<file path="src/rtl/wishbone_master_arbiter.sv">
// ---------------------------------------------------------------------------
// wishbone_master_arbiter
//
// Purpose:
//    Shares one WISHBONE master port between two bus masters (m0 = core,
//    m1 = DMA/test master). Round-robin arbitration with the grant locked for
//    the whole cyc period of the owning master. The grant is registered; the
//    address/data paths are combinational muxes selected by that grant.
//    A watchdog terminates stalled strobes with err so a dead slave cannot
//    hang a master.
//
// Ports:
//    clk, reset             : clock, asynchronous active-low reset
//    i_m{0,1}_wb_*          : master request side (adr/sel/we/dat/cyc/stb)
//    o_m{0,1}_wb_dat/ack/err: response to each master (zero unless granted)
//    o_s_wb_*               : request toward the downstream arbiter
//    i_s_wb_dat/ack/err     : response from the downstream arbiter
//    o_grant                : one-hot grant, 01=m0, 10=m1, 00=idle
// ---------------------------------------------------------------------------
module wishbone_master_arbiter #(
   parameter int WB_DWIDTH = 32,
   parameter int WB_SWIDTH = 4,
   parameter int TIMEOUT   = 255
) (
   input  logic                 clk,
   input  logic                 reset,

   input  logic [31:0]          i_m0_wb_adr,
   input  logic [WB_SWIDTH-1:0] i_m0_wb_sel,
   input  logic                 i_m0_wb_we,
   input  logic [WB_DWIDTH-1:0] i_m0_wb_dat,
   input  logic                 i_m0_wb_cyc,
   input  logic                 i_m0_wb_stb,
   output logic [WB_DWIDTH-1:0] o_m0_wb_dat,
   output logic                 o_m0_wb_ack,
   output logic                 o_m0_wb_err,

   input  logic [31:0]          i_m1_wb_adr,
   input  logic [WB_SWIDTH-1:0] i_m1_wb_sel,
   input  logic                 i_m1_wb_we,
   input  logic [WB_DWIDTH-1:0] i_m1_wb_dat,
   input  logic                 i_m1_wb_cyc,
   input  logic                 i_m1_wb_stb,
   output logic [WB_DWIDTH-1:0] o_m1_wb_dat,
   output logic                 o_m1_wb_ack,
   output logic                 o_m1_wb_err,

   output logic [31:0]          o_s_wb_adr,
   output logic [WB_SWIDTH-1:0] o_s_wb_sel,
   output logic                 o_s_wb_we,
   output logic [WB_DWIDTH-1:0] o_s_wb_dat,
   output logic                 o_s_wb_cyc,
   output logic                 o_s_wb_stb,
   input  logic [WB_DWIDTH-1:0] i_s_wb_dat,
   input  logic                 i_s_wb_ack,
   input  logic                 i_s_wb_err,

   output logic [1:0]           o_grant
);

   typedef enum logic [1:0] {
      IDLE = 2'd0,
      GNT0 = 2'd1,
      GNT1 = 2'd2
   } state_t;

   // Last watchdog count before the forced err; unused when TIMEOUT is 0.
   localparam logic [15:0] WD_LAST = 16'((TIMEOUT == 0) ? 0 : TIMEOUT - 1);

   state_t      state_q, state_d;
   logic        last_q, last_d;      // 0 = m0 served last, 1 = m1 served last
   logic [15:0] wd_q, wd_d;

   // Master request sides gathered into arrays so the mux can index them.
   logic [31:0]          m_adr [2];
   logic [WB_SWIDTH-1:0] m_sel [2];
   logic                 m_we  [2];
   logic [WB_DWIDTH-1:0] m_dat [2];
   logic                 m_cyc [2];
   logic                 m_stb [2];

   assign m_adr[0] = i_m0_wb_adr;
   assign m_sel[0] = i_m0_wb_sel;
   assign m_we[0]  = i_m0_wb_we;
   assign m_dat[0] = i_m0_wb_dat;
   assign m_cyc[0] = i_m0_wb_cyc;
   assign m_stb[0] = i_m0_wb_stb;
   assign m_adr[1] = i_m1_wb_adr;
   assign m_sel[1] = i_m1_wb_sel;
   assign m_we[1]  = i_m1_wb_we;
   assign m_dat[1] = i_m1_wb_dat;
   assign m_cyc[1] = i_m1_wb_cyc;
   assign m_stb[1] = i_m1_wb_stb;

   logic gnt_valid;
   logic gnt_idx;
   logic stall;
   logic wd_fire;

   assign gnt_valid = (state_q != IDLE);
   assign gnt_idx   = (state_q == GNT1);

   // A stall is a strobe from the owner that the slave has not answered.
   assign stall   = gnt_valid && m_stb[gnt_idx] && !i_s_wb_ack && !i_s_wb_err;
   assign wd_fire = (TIMEOUT != 0) && stall && (wd_q == WD_LAST);

   // ---------------------------------------------------------------------
   // State register
   // ---------------------------------------------------------------------
   always_ff @(posedge clk or negedge reset) begin
      if (!reset) begin
         state_q <= IDLE;
         last_q  <= 1'b1;   // m0 wins the first tie
         wd_q    <= 16'd0;
      end else begin
         state_q <= state_d;
         last_q  <= last_d;
         wd_q    <= wd_d;
      end
   end

   // ---------------------------------------------------------------------
   // Next-state logic
   // ---------------------------------------------------------------------
   always_comb begin
      state_d = state_q;
      last_d  = last_q;
      wd_d    = 16'd0;

      case (state_q)
         IDLE: begin
            if (i_m0_wb_cyc && i_m1_wb_cyc) begin
               state_d = last_q ? GNT0 : GNT1;
            end else if (i_m0_wb_cyc) begin
               state_d = GNT0;
            end else if (i_m1_wb_cyc) begin
               state_d = GNT1;
            end
         end
         GNT0: begin
            // Handover goes straight to a waiting master, no IDLE bubble.
            if (!i_m0_wb_cyc) begin
               last_d  = 1'b0;
               state_d = i_m1_wb_cyc ? GNT1 : IDLE;
            end
         end
         GNT1: begin
            if (!i_m1_wb_cyc) begin
               last_d  = 1'b1;
               state_d = i_m0_wb_cyc ? GNT0 : IDLE;
            end
         end
         default: begin
            state_d = IDLE;
         end
      endcase

      // Watchdog counts consecutive stalled cycles of one ownership period.
      if ((TIMEOUT != 0) && stall && !wd_fire && (state_d == state_q)) begin
         wd_d = wd_q + 16'd1;
      end
   end

   // ---------------------------------------------------------------------
   // Downstream request mux (zero while idle or in reset)
   // ---------------------------------------------------------------------
   assign o_s_wb_adr = gnt_valid ? m_adr[gnt_idx] : '0;
   assign o_s_wb_sel = gnt_valid ? m_sel[gnt_idx] : '0;
   assign o_s_wb_we  = gnt_valid && m_we[gnt_idx];
   assign o_s_wb_dat = gnt_valid ? m_dat[gnt_idx] : '0;
   assign o_s_wb_cyc = gnt_valid && m_cyc[gnt_idx];
   // The watchdog err cycle withdraws the strobe so the slave sees it end.
   assign o_s_wb_stb = gnt_valid && m_stb[gnt_idx] && !wd_fire;

   assign o_grant = {state_q == GNT1, state_q == GNT0};

   // ---------------------------------------------------------------------
   // Response demux: only the owner sees the slave response
   // ---------------------------------------------------------------------
   logic [WB_DWIDTH-1:0] r_dat [2];
   logic                 r_ack [2];
   logic                 r_err [2];

   generate
      for (genvar gi = 0; gi < 2; gi++) begin : g_resp
         logic owner;
         assign owner     = gnt_valid && (gnt_idx == 1'(gi));
         assign r_dat[gi] = owner ? i_s_wb_dat : '0;
         assign r_ack[gi] = owner && i_s_wb_ack;
         assign r_err[gi] = owner && (i_s_wb_err || wd_fire);
      end
   endgenerate

   assign o_m0_wb_dat = r_dat[0];
   assign o_m0_wb_ack = r_ack[0];
   assign o_m0_wb_err = r_err[0];
   assign o_m1_wb_dat = r_dat[1];
   assign o_m1_wb_ack = r_ack[1];
   assign o_m1_wb_err = r_err[1];

endmodule

</file>
<file path="config.mk">
export PLATFORM = sky130hd
export DESIGN_NAME = wishbone_master_arbiter
export DESIGN_NICKNAME = d
export VERILOG_FILES = /design/src/rtl/wishbone_master_arbiter.sv
export SDC_FILE = /design/constraint.sdc
export NUM_CORES = 1
export LEC_CHECK = 0
export CELL_PAD_IN_SITES_DETAIL_PLACEMENT = 1
export CELL_PAD_IN_SITES_GLOBAL_PLACEMENT = 1
export CORE_AREA = 2 2 124 126
export DETAILED_ROUTE_END_ITERATION = 8
export DIE_AREA = 0 0 126 128
export GPL_TIMING_DRIVEN = 0
export PLACE_DENSITY_LB_ADDON = 0.1
export SYNTH_ARGS = -nofsm -noshare
export SYNTH_HDL_FRONTEND = slang
export SYNTH_SLANG_ARGS = --single-unit
</file>
<file path="constraint.sdc">
create_clock -name clk -period 5.69 [get_ports clk]
set_input_delay 1.138 -clock clk [delete_from_list [all_inputs] [get_ports clk]]
set_output_delay 1.138 -clock clk [all_outputs]
set_load 0.01 [all_outputs]
</file>
=== Yosys cells after proc, flatten, opt, wreduce, memory -nomap -nowiden ===
Cells that the tools add are included.

* Flip-flop bits (word level): 19
* Input bits: 178
* Logic and storage cells: 73

* Add/subtract/negate cells: 1
* Order comparisons: 1
* Equal/unequal tests: 6
* Multiplexer cells: 36
* Bitwise operators: 2
* Reductions and logical operators: 24

{| class="wikitable"
|+ Operator list
! kind !! number
|-
| $mux W32 || 10
|-
| $add A16 B1 Y16 const B || 1
|-
| $eq A16 B8 Y1 const B || 1
|-
| $logic_and A1 B1 Y1 || 16
|-
| $mux W16 || 1
|-
| $mux W4 || 4
|-
| $mux W2 || 7
|-
| $mux W1 || 12
|-
| $pmux W2 S3 || 1
|-
| $ne A2 B2 Y1 const B || 2
|-
| $reduce_bool A2 Y1 || 2
|-
| $logic_not A1 Y1 || 3
|-
| $reduce_and A3 Y1 || 1
|-
| $eq A2 B1 Y1 const B || 1
|-
| $eq A2 B2 Y1 || 1
|-
| $eq A2 B2 Y1 const B || 1
|-
| $ge A2 B2 Y1 const B || 1
|-
| $logic_not A2 Y1 || 1
|-
| $not A1 Y2 || 1
|-
| $pmux W1 S2 || 1
|-
| $logic_or A1 B1 Y1 || 1
|-
| $not A1 Y1 || 1
|}

=== Logic depth before layout (Yosys ltp) ===
Gate-level depths: netlist of the first run.

* Depth in word-level cells: 13
* Depth in mapped cells: 7

=== Least setup slack after synthesis of the first run ===
No wires, ideal clock.

* Path type: input to output
* From: input i_s_wb_err
* To: output o_m0_wb_err
* Arrival: 1695 ps
* Slack: 2857 ps
* Cell stages on the path: 3
* Path buffers: 0
* Cell sequence: nor2_1 a31oi_1 nor2b_1

* Cells in the longest elaborated chain, start to end: 5

{| class="wikitable"
|+ Ends and longest elaborated chain
! element !! RTL line !! RTL
|-
| from (decl) || 56 || <nowiki>input logic i_s_wb_err,</nowiki>
|-
| $logic_not A1 Y1 || 104 || <nowiki>assign stall = gnt_valid && m_stb[gnt_idx] && !i_s_wb_ack && !i_s_wb_err;</nowiki>
|-
| $logic_and A1 B1 Y1 || 104 ||
|-
| $logic_and A1 B1 Y1 || 105 || <nowiki>assign wd_fire = (TIMEOUT != 0) && stall && (wd_q == WD_LAST);</nowiki>
|-
| $logic_or A1 B1 Y1 (*) || 190 || <nowiki>assign r_err[gi] = owner && (i_s_wb_err || wd_fire);</nowiki>
|-
| $logic_and A1 B1 Y1 (*) || 190 ||
|-
| to (decl) || 36 || <nowiki>output logic o_m0_wb_err,</nowiki>
|}

Every way passes the cells marked *; elsewhere a longest branch is shown, timed or not.

=== Worst setup path in the final report of the first run ===
* From: register state_q[1]
* To: output o_s_wb_adr[15]

* Cells in the longest elaborated chain, start to end: 6
* Elaborated cells between the ends (all ways): 7
* Classes of those cells: 1 x eq/ne; 4 x mux; 1 x bitwise; 1 x reduce/logical

{| class="wikitable"
|+ Ends and longest elaborated chain
! element !! RTL line !! RTL
|-
| from (decl) || 70 || <nowiki>state_t state_q, state_d;</nowiki>
|-
| from (signal assigned) || 116 || <nowiki>state_q <= state_d;</nowiki>
|-
| $eq A2 B2 Y1 || 101 || <nowiki>assign gnt_idx = (state_q == GNT1);</nowiki>
|-
| $not A1 Y2 (not written as such) || 167 || <nowiki>assign o_s_wb_adr = gnt_valid ? m_adr[gnt_idx] : '0;</nowiki>
|-
| $mux W32 (not written as such) (3 in series) || 167 ||
|-
| $mux W32 (*) || 167 ||
|-
| to (decl) || 48 || <nowiki>output logic [31:0] o_s_wb_adr,</nowiki>
|}

Every way passes the cells marked *; elsewhere a longest branch is shown, timed or not. The select of a mux whose other input is x is not followed.

==> reports/metrics.csv, run 1 <==
metric;value;unit
Post-synth EDFFs;0;
CTS root buffer;clkbuf_16;
CTS tree;yes;
Crit-path slowest cell;clkdlybuf4s50_1;
FP Rows;45;
total gr overflow;0;
Final Setup Violations;0;
DP HPWL;14.33;mm
Setup Fix Bufs, Post-CTS;0;
Max Fclk;0.2354;GHz
routed wl met3;1.142;mm
Layout Skew;0.002125;ns
die width;126;um
FF+latch count, synth;19;
dpl cells;774;
met2 routed WL;8.767;mm
GRT Total Usage;19.46;%
# port buffers;318;
core footprint;14860;um2
Final #Nets;771;
Crit path top cell by count;clkbuf_1;
Antenna Cells;0;
Worst-Margin Slew;0.8714;ns
final worst slack;1.442;ns
final setup TNS;0;ns
Mapped Cells;268;
CP max stage delay;0.59;ns
post-CTS sizing;0;
Cell Area, Synth;2178;um2
Layout fillers;1702;
Reg clk slew, reported paths;0.05;ns
main flop type after synthesis;dfrtp_1;
leak pwr;2.087;nW
Crit Path Category;reg2out;
drc violations;0;
Mean Syn Cell Area;8.128;um2
Syn Nets;448;
YS warnings;0;
Starting Density;14.65;%
Cell Chain, Critical Path;clkbuf_1, nor2b_1, clkbuf_1, clkbuf_1, buf_1, a22o_1, clkdlybuf4s50_1;
status;finished, final reports clean;
global-route wire length before repair;23.72;mm
Seq/Total Area, Yosys;21.88;%
Final Non-Filler Cells;778;
Area Overhead vs Synth;160.5;%
DR vias;3340;
initial antenna violation count;1;
Top Layer Used;met5;
RSZ-0062 raised after global routing;no;
met1 WL;6.875;mm
cts bufs inserted;3;
Die Footprint;16130;um2
drt via density;4.293;
layout cell share with drive strength beyond 1;3.051;%
total number of H-tree levels;1;
I/O pin count;319;
WP data arrival;3.11;ns
critical-path maximum fanout;10;
Routed WL;16.86;mm
asr flop ratio synth;100.0;%
gpl congestion;0.9042;
Tcrit/Tclk final;74.66;%
Chip Height;128;um
Crit path required time;4.55;ns
min Tclk post-route;4.248;ns
Worst VDD drop;0.1007;mV
clk_lat worst skew;0.25;ns
# Max-Cap Violations;0;
crit path buf inv count;5;
antenna viol nets, final;0;
Power Density;178.0;nW/um2
worst hold path class;reg2reg;
CTS sink cnt;19;
worst slack, placed;1.606;ns
Final Hold Fails;0;
largest net degree at the start of global routing;20;
distinct cell type count after synthesis;32;
fin. max-slew vios;0;
CP top delay family;buffers and inverters;
Setup crit end kind;output pin;
routed len/inst;21.67;um
vias in the first global route;3463;
Post-CTS Hold Buffers;0;
Slew headroom;41.72;%
Iter 0 DRT Violations;103;
Max Buffers Root-to-Sink;2;
TritonRoute pass-1 iters;4;
startpoint types;register;
==> per-stage QoR <==
stage | hold slack [ns] | power, W | utilization, % | cell area [um2]
final | 0.5028 | 0.001010 | 38.18 | 5675
after detailed placement | 0.4961 | 0.0008729 | 37.65 | 5597
after global placement | 0.4914 | 0.0008637 | 37.65 | 5597
after global routing | 0.5305 | 0.001063 | 38.18 | 5675
after floorplan | 0.4677 | 0.0004051 | - | 2178
after CTS | 0.5056 | 0.001024 | 38.18 | 5675
==> cell type report <==
type,instances,area [um2],area share [%]
buffer,27,121.4,2.138
clock buffer,4,78.83,1.389
inverter,3,11.26,0.1984
multi-input combinational,219,1569,27.65
sequential,19,476.7,8.399
tap,188,235.2,4.145
timing repair buffer,318,3183,56.08
==> power breakdown <==
part	total, W	switching, W	internal, W
registers	0.000145	0.00000378	0.000142
clock network	0.000143	0.0000483	0.0000952
logic	0.000721	0.000306	0.000415
total	0.00101	0.000358	0.000652
==> synth_stat cells (3+ instances only) <==
cell type | count | area, um2
a22o_1 | 70 | 613.1
and2_1 | 68 | 425.4
clkbuf_1 | 20 | 75.07
dfrtp_1 | 18 | 450.4
nor2_1 | 12 | 45.04
xnor2_1 | 12 | 105.1
nor2_2 | 10 | 62.56
nand2_1 | 6 | 22.52
buf_1 | 5 | 18.77
nand3_1 | 5 | 25.02
nor2b_1 | 5 | 31.28
nor4_1 | 5 | 31.28
inv_1 | 3 | 11.26
nand4_1 | 3 | 18.77
nor3_1 | 3 | 15.01
o21ai_0 | 3 | 15.01
==> layout by cell type, fill, tap and decap left out, types with 2 or more instances in the layout <==
master / synthesis / layout
clkdlybuf4s50_1: 0 / 318
a22o_1: 70 / 70
and2_1: 68 / 68
clkbuf_1: 20 / 21
dfrtp_1: 18 / 18
nor2_1: 12 / 12
xnor2_1: 12 / 12
nor2_2: 10 / 10
nand2_1: 6 / 6
nor2b_1: 5 / 5
nand3_1: 5 / 5
nor4_1: 5 / 5
buf_1: 5 / 5
inv_1: 3 / 3
nand4_1: 3 / 3
nor3_1: 3 / 3
o21ai_0: 3 / 3
clkbuf_16: 0 / 3
or3_1: 2 / 2
a21oi_1: 2 / 2
xor2_1: 2 / 2
ha_1: 2 / 2
==> flip-flops by register name, indices dropped and copies added (netlist names) <==
name     flops
state_q      2
wd_q        16
last_q       1
==> kinds of logic (layout without fill, tap and decap cells) <==
logic type	Yosys count	count (layout)	synth area share (%)
flops	19	19	21.88
compound gates	80	80	31.82
buf+inv	30	352	6.089
xor+xnor	14	14	5.629
simple gates	123	123	33.43
fa+ha+maj	2	2	1.149
==> layer usage <==
metal,vias to the layer above,GRT usage (%)
li1,1613,-
met1,1610,23.96
met2,109,35.20
met3,6,5.301
met4,2,1.810
met5,-,0
==> final timing paths <==
path                                 startpoint            endpoint  slack, ns  depth (start not counted)
min in group asynchronous                 reset  wd_q[12]$_DFF_PN0_       1.39                          1
max                        state_q[1]$_DFF_PN0_      o_s_wb_adr[15]       1.44                          7
max reg2reg                   wd_q[0]$_DFF_PN0_   wd_q[8]$_DFF_PN0_       3.53                          7
min reg2reg                   wd_q[0]$_DFF_PN0_   wd_q[0]$_DFF_PN0_       0.50                          1
min                           wd_q[0]$_DFF_PN0_   wd_q[0]$_DFF_PN0_       0.50                          1
max in group asynchronous                 reset   wd_q[6]$_DFF_PN0_       3.77                          1
Power figures use the tool's default switching activity.
==> inputs of run 2 (changes only) <==
- CORE_AREA: 2 2 124 126 -> 2 2 128 130
- DIE_AREA: 0 0 126 128 -> 0 0 130 132
- clock period: 5.69 -> 4.4 ns (I/O delays scaled with it)
==> reports/metrics.csv, run 2 (synthesis results as in run 1) <==
metric;value;unit
Crit path required time;3.52;ns
Max Fclk;0.2611;GHz
leak pwr;2.087;nW
total number of H-tree levels;1;
WP data arrival;2.95;ns
Area Overhead vs Synth;162.3;%
Final Setup Violations;0;
vias in the first global route;3578;
die width;130;um
DR vias;3373;
global-route wire length before repair;24.50;mm
drc violations;0;
hold slack;0.5061;ns
Routed WL;17.64;mm
min Tclk post-route;3.830;ns
Starting Density;13.86;%
layout cell share with drive strength beyond 1;3.051;%
Final #Nets;771;
Tot Pwr;0.001307;W
post-CTS sizing;0;
Setup Fix Bufs, Post-CTS;0;
largest net degree at the start of global routing;20;
Slew headroom;41.02;%
commonest non-fill, non-tap cells in the layout;clkdlybuf4s50_1, a22o_1, and2_1;
final setup TNS;0;ns
Layout Skew;0.002846;ns
CTS root buffer;clkbuf_16;
Crit Path Category;reg2out;
TritonRoute pass-1 iters;4;
DP HPWL;15.35;mm
Post-CTS Hold Buffers;0;
Reg clk slew, reported paths;0.05;ns
drt via density;4.180;
Final Hold Fails;0;
CTS tree;yes;
Iter 0 DRT Violations;86;
Die Footprint;17160;um2
Max Buffers Root-to-Sink;2;
worst hold path class;reg2reg;
status;finished, final reports clean;
gpl congestion;0.9618;
# port buffers;318;
total gr overflow;0;
startpoint types;register;
initial antenna violation count;3;
fin. max-slew vios;0;
DP Area;5632;um2
Layout fillers;1852;
Biggest register;wd_q;
critical-path maximum fanout;10;
Largest register FFs;16;
Chip Height;132;um
largest registers;wd_q: 16 flops, state_q: 2 flops, last_q: 1 flops;
core footprint;15710;um2
design area;5713;um2
# Max-Cap Violations;0;
CTS sink cnt;19;
Worst-Margin Slew;0.8820;ns
Worst VDD drop;0.2491;mV
Power Density;228.8;nW/um2
I/O pin count;319;
RSZ-0062 raised after global routing;no;
fin util;36.36;%
GRT Total Usage;19.32;%
Setup crit end kind;output pin;
Tcrit/Tclk final;87.04;%
most common cell after layout, fill and taps aside;clkdlybuf4s50_1;
clk_lat worst skew;0.25;ns
antenna viol nets, final;0;
routed len/inst;21.86;um
FP Rows;46;
cts bufs inserted;3;
-- run 2: cell count changes in the layout (fill, tap and decap cells not counted), sizes merged --
cell   delta
diode     +1
-- run 2: final timing paths --
check / end / from / slack (ns) / cells after the start
max: o_s_wb_adr[19] / state_q[1]$_DFF_PN0_ / 0.57 / 7
min: wd_q[0]$_DFF_PN0_ / wd_q[0]$_DFF_PN0_ / 0.51 / 1
max reg2reg: wd_q[14]$_DFF_PN0_ / wd_q[0]$_DFF_PN0_ / 2.21 / 7
min reg2reg: wd_q[0]$_DFF_PN0_ / wd_q[0]$_DFF_PN0_ / 0.51 / 1
max in group asynchronous: wd_q[15]$_DFF_PN0_ / reset / 2.72 / 1
min in group asynchronous: wd_q[11]$_DFF_PN0_ / reset / 1.13 / 1
-- run 2: cell type report --
class	count	area [um2]	share of cell area, %
Tap cell	216	270.3	4.731
Buffer	27	121.4	2.124
Clock buffer	4	78.83	1.380
Timing Repair Buffer	318	3183	55.72
Sequential cell	19	476.7	8.344
Multi-Input combinational cell	219	1569	27.46
Inverter	3	11.26	0.1971
Antenna cell	1	2.502	0.04380
-- run 2: worst max-delay path, stage by stage (launching register included) --
cell	delay [ns]
dfrtp_1	0.32
clkbuf_1	0.28
nor2b_1	0.17
clkbuf_1	0.21
clkbuf_1	0.47
buf_1	0.43
a22o_1	0.26
clkdlybuf4s50_1	0.56
-- run 2: where the power goes --
| group | total (W) | switching [W] | internal (W) | leakage [nW] |
|---|---|---|---|---|
| clock network | 0.000187 | 0.0000641 | 0.000123 | 0.0382 |
| registers | 0.000188 | 0.00000517 | 0.000183 | 0.259 |
| logic | 0.000932 | 0.000395 | 0.000537 | 1.79 |
| total | 0.00131 | 0.000464 | 0.000843 | 2.09 |
-- run 2: metal layers --
| metal | track usage [%] | part of all wire (%) |
|---|---|---|
| met4 | 2.808 | 1.1 |
| met2 | 36.10 | 52 |
| met3 | 6.737 | 9.2 |
| met5 | 0 | 0.19 |
| met1 | 21.18 | 37 |
-- run 2: through the flow --
| stage | cells | setup WS, ns |
|---|---|---|
| after global placement | 802 | 0.8004 |
| final | 807 | 0.5702 |
| after CTS | 806 | 0.4746 |
| after detailed placement | 802 | 0.7653 |
| after global routing | 806 | 0.3221 |
| after floorplan | 268 | 1.833 |
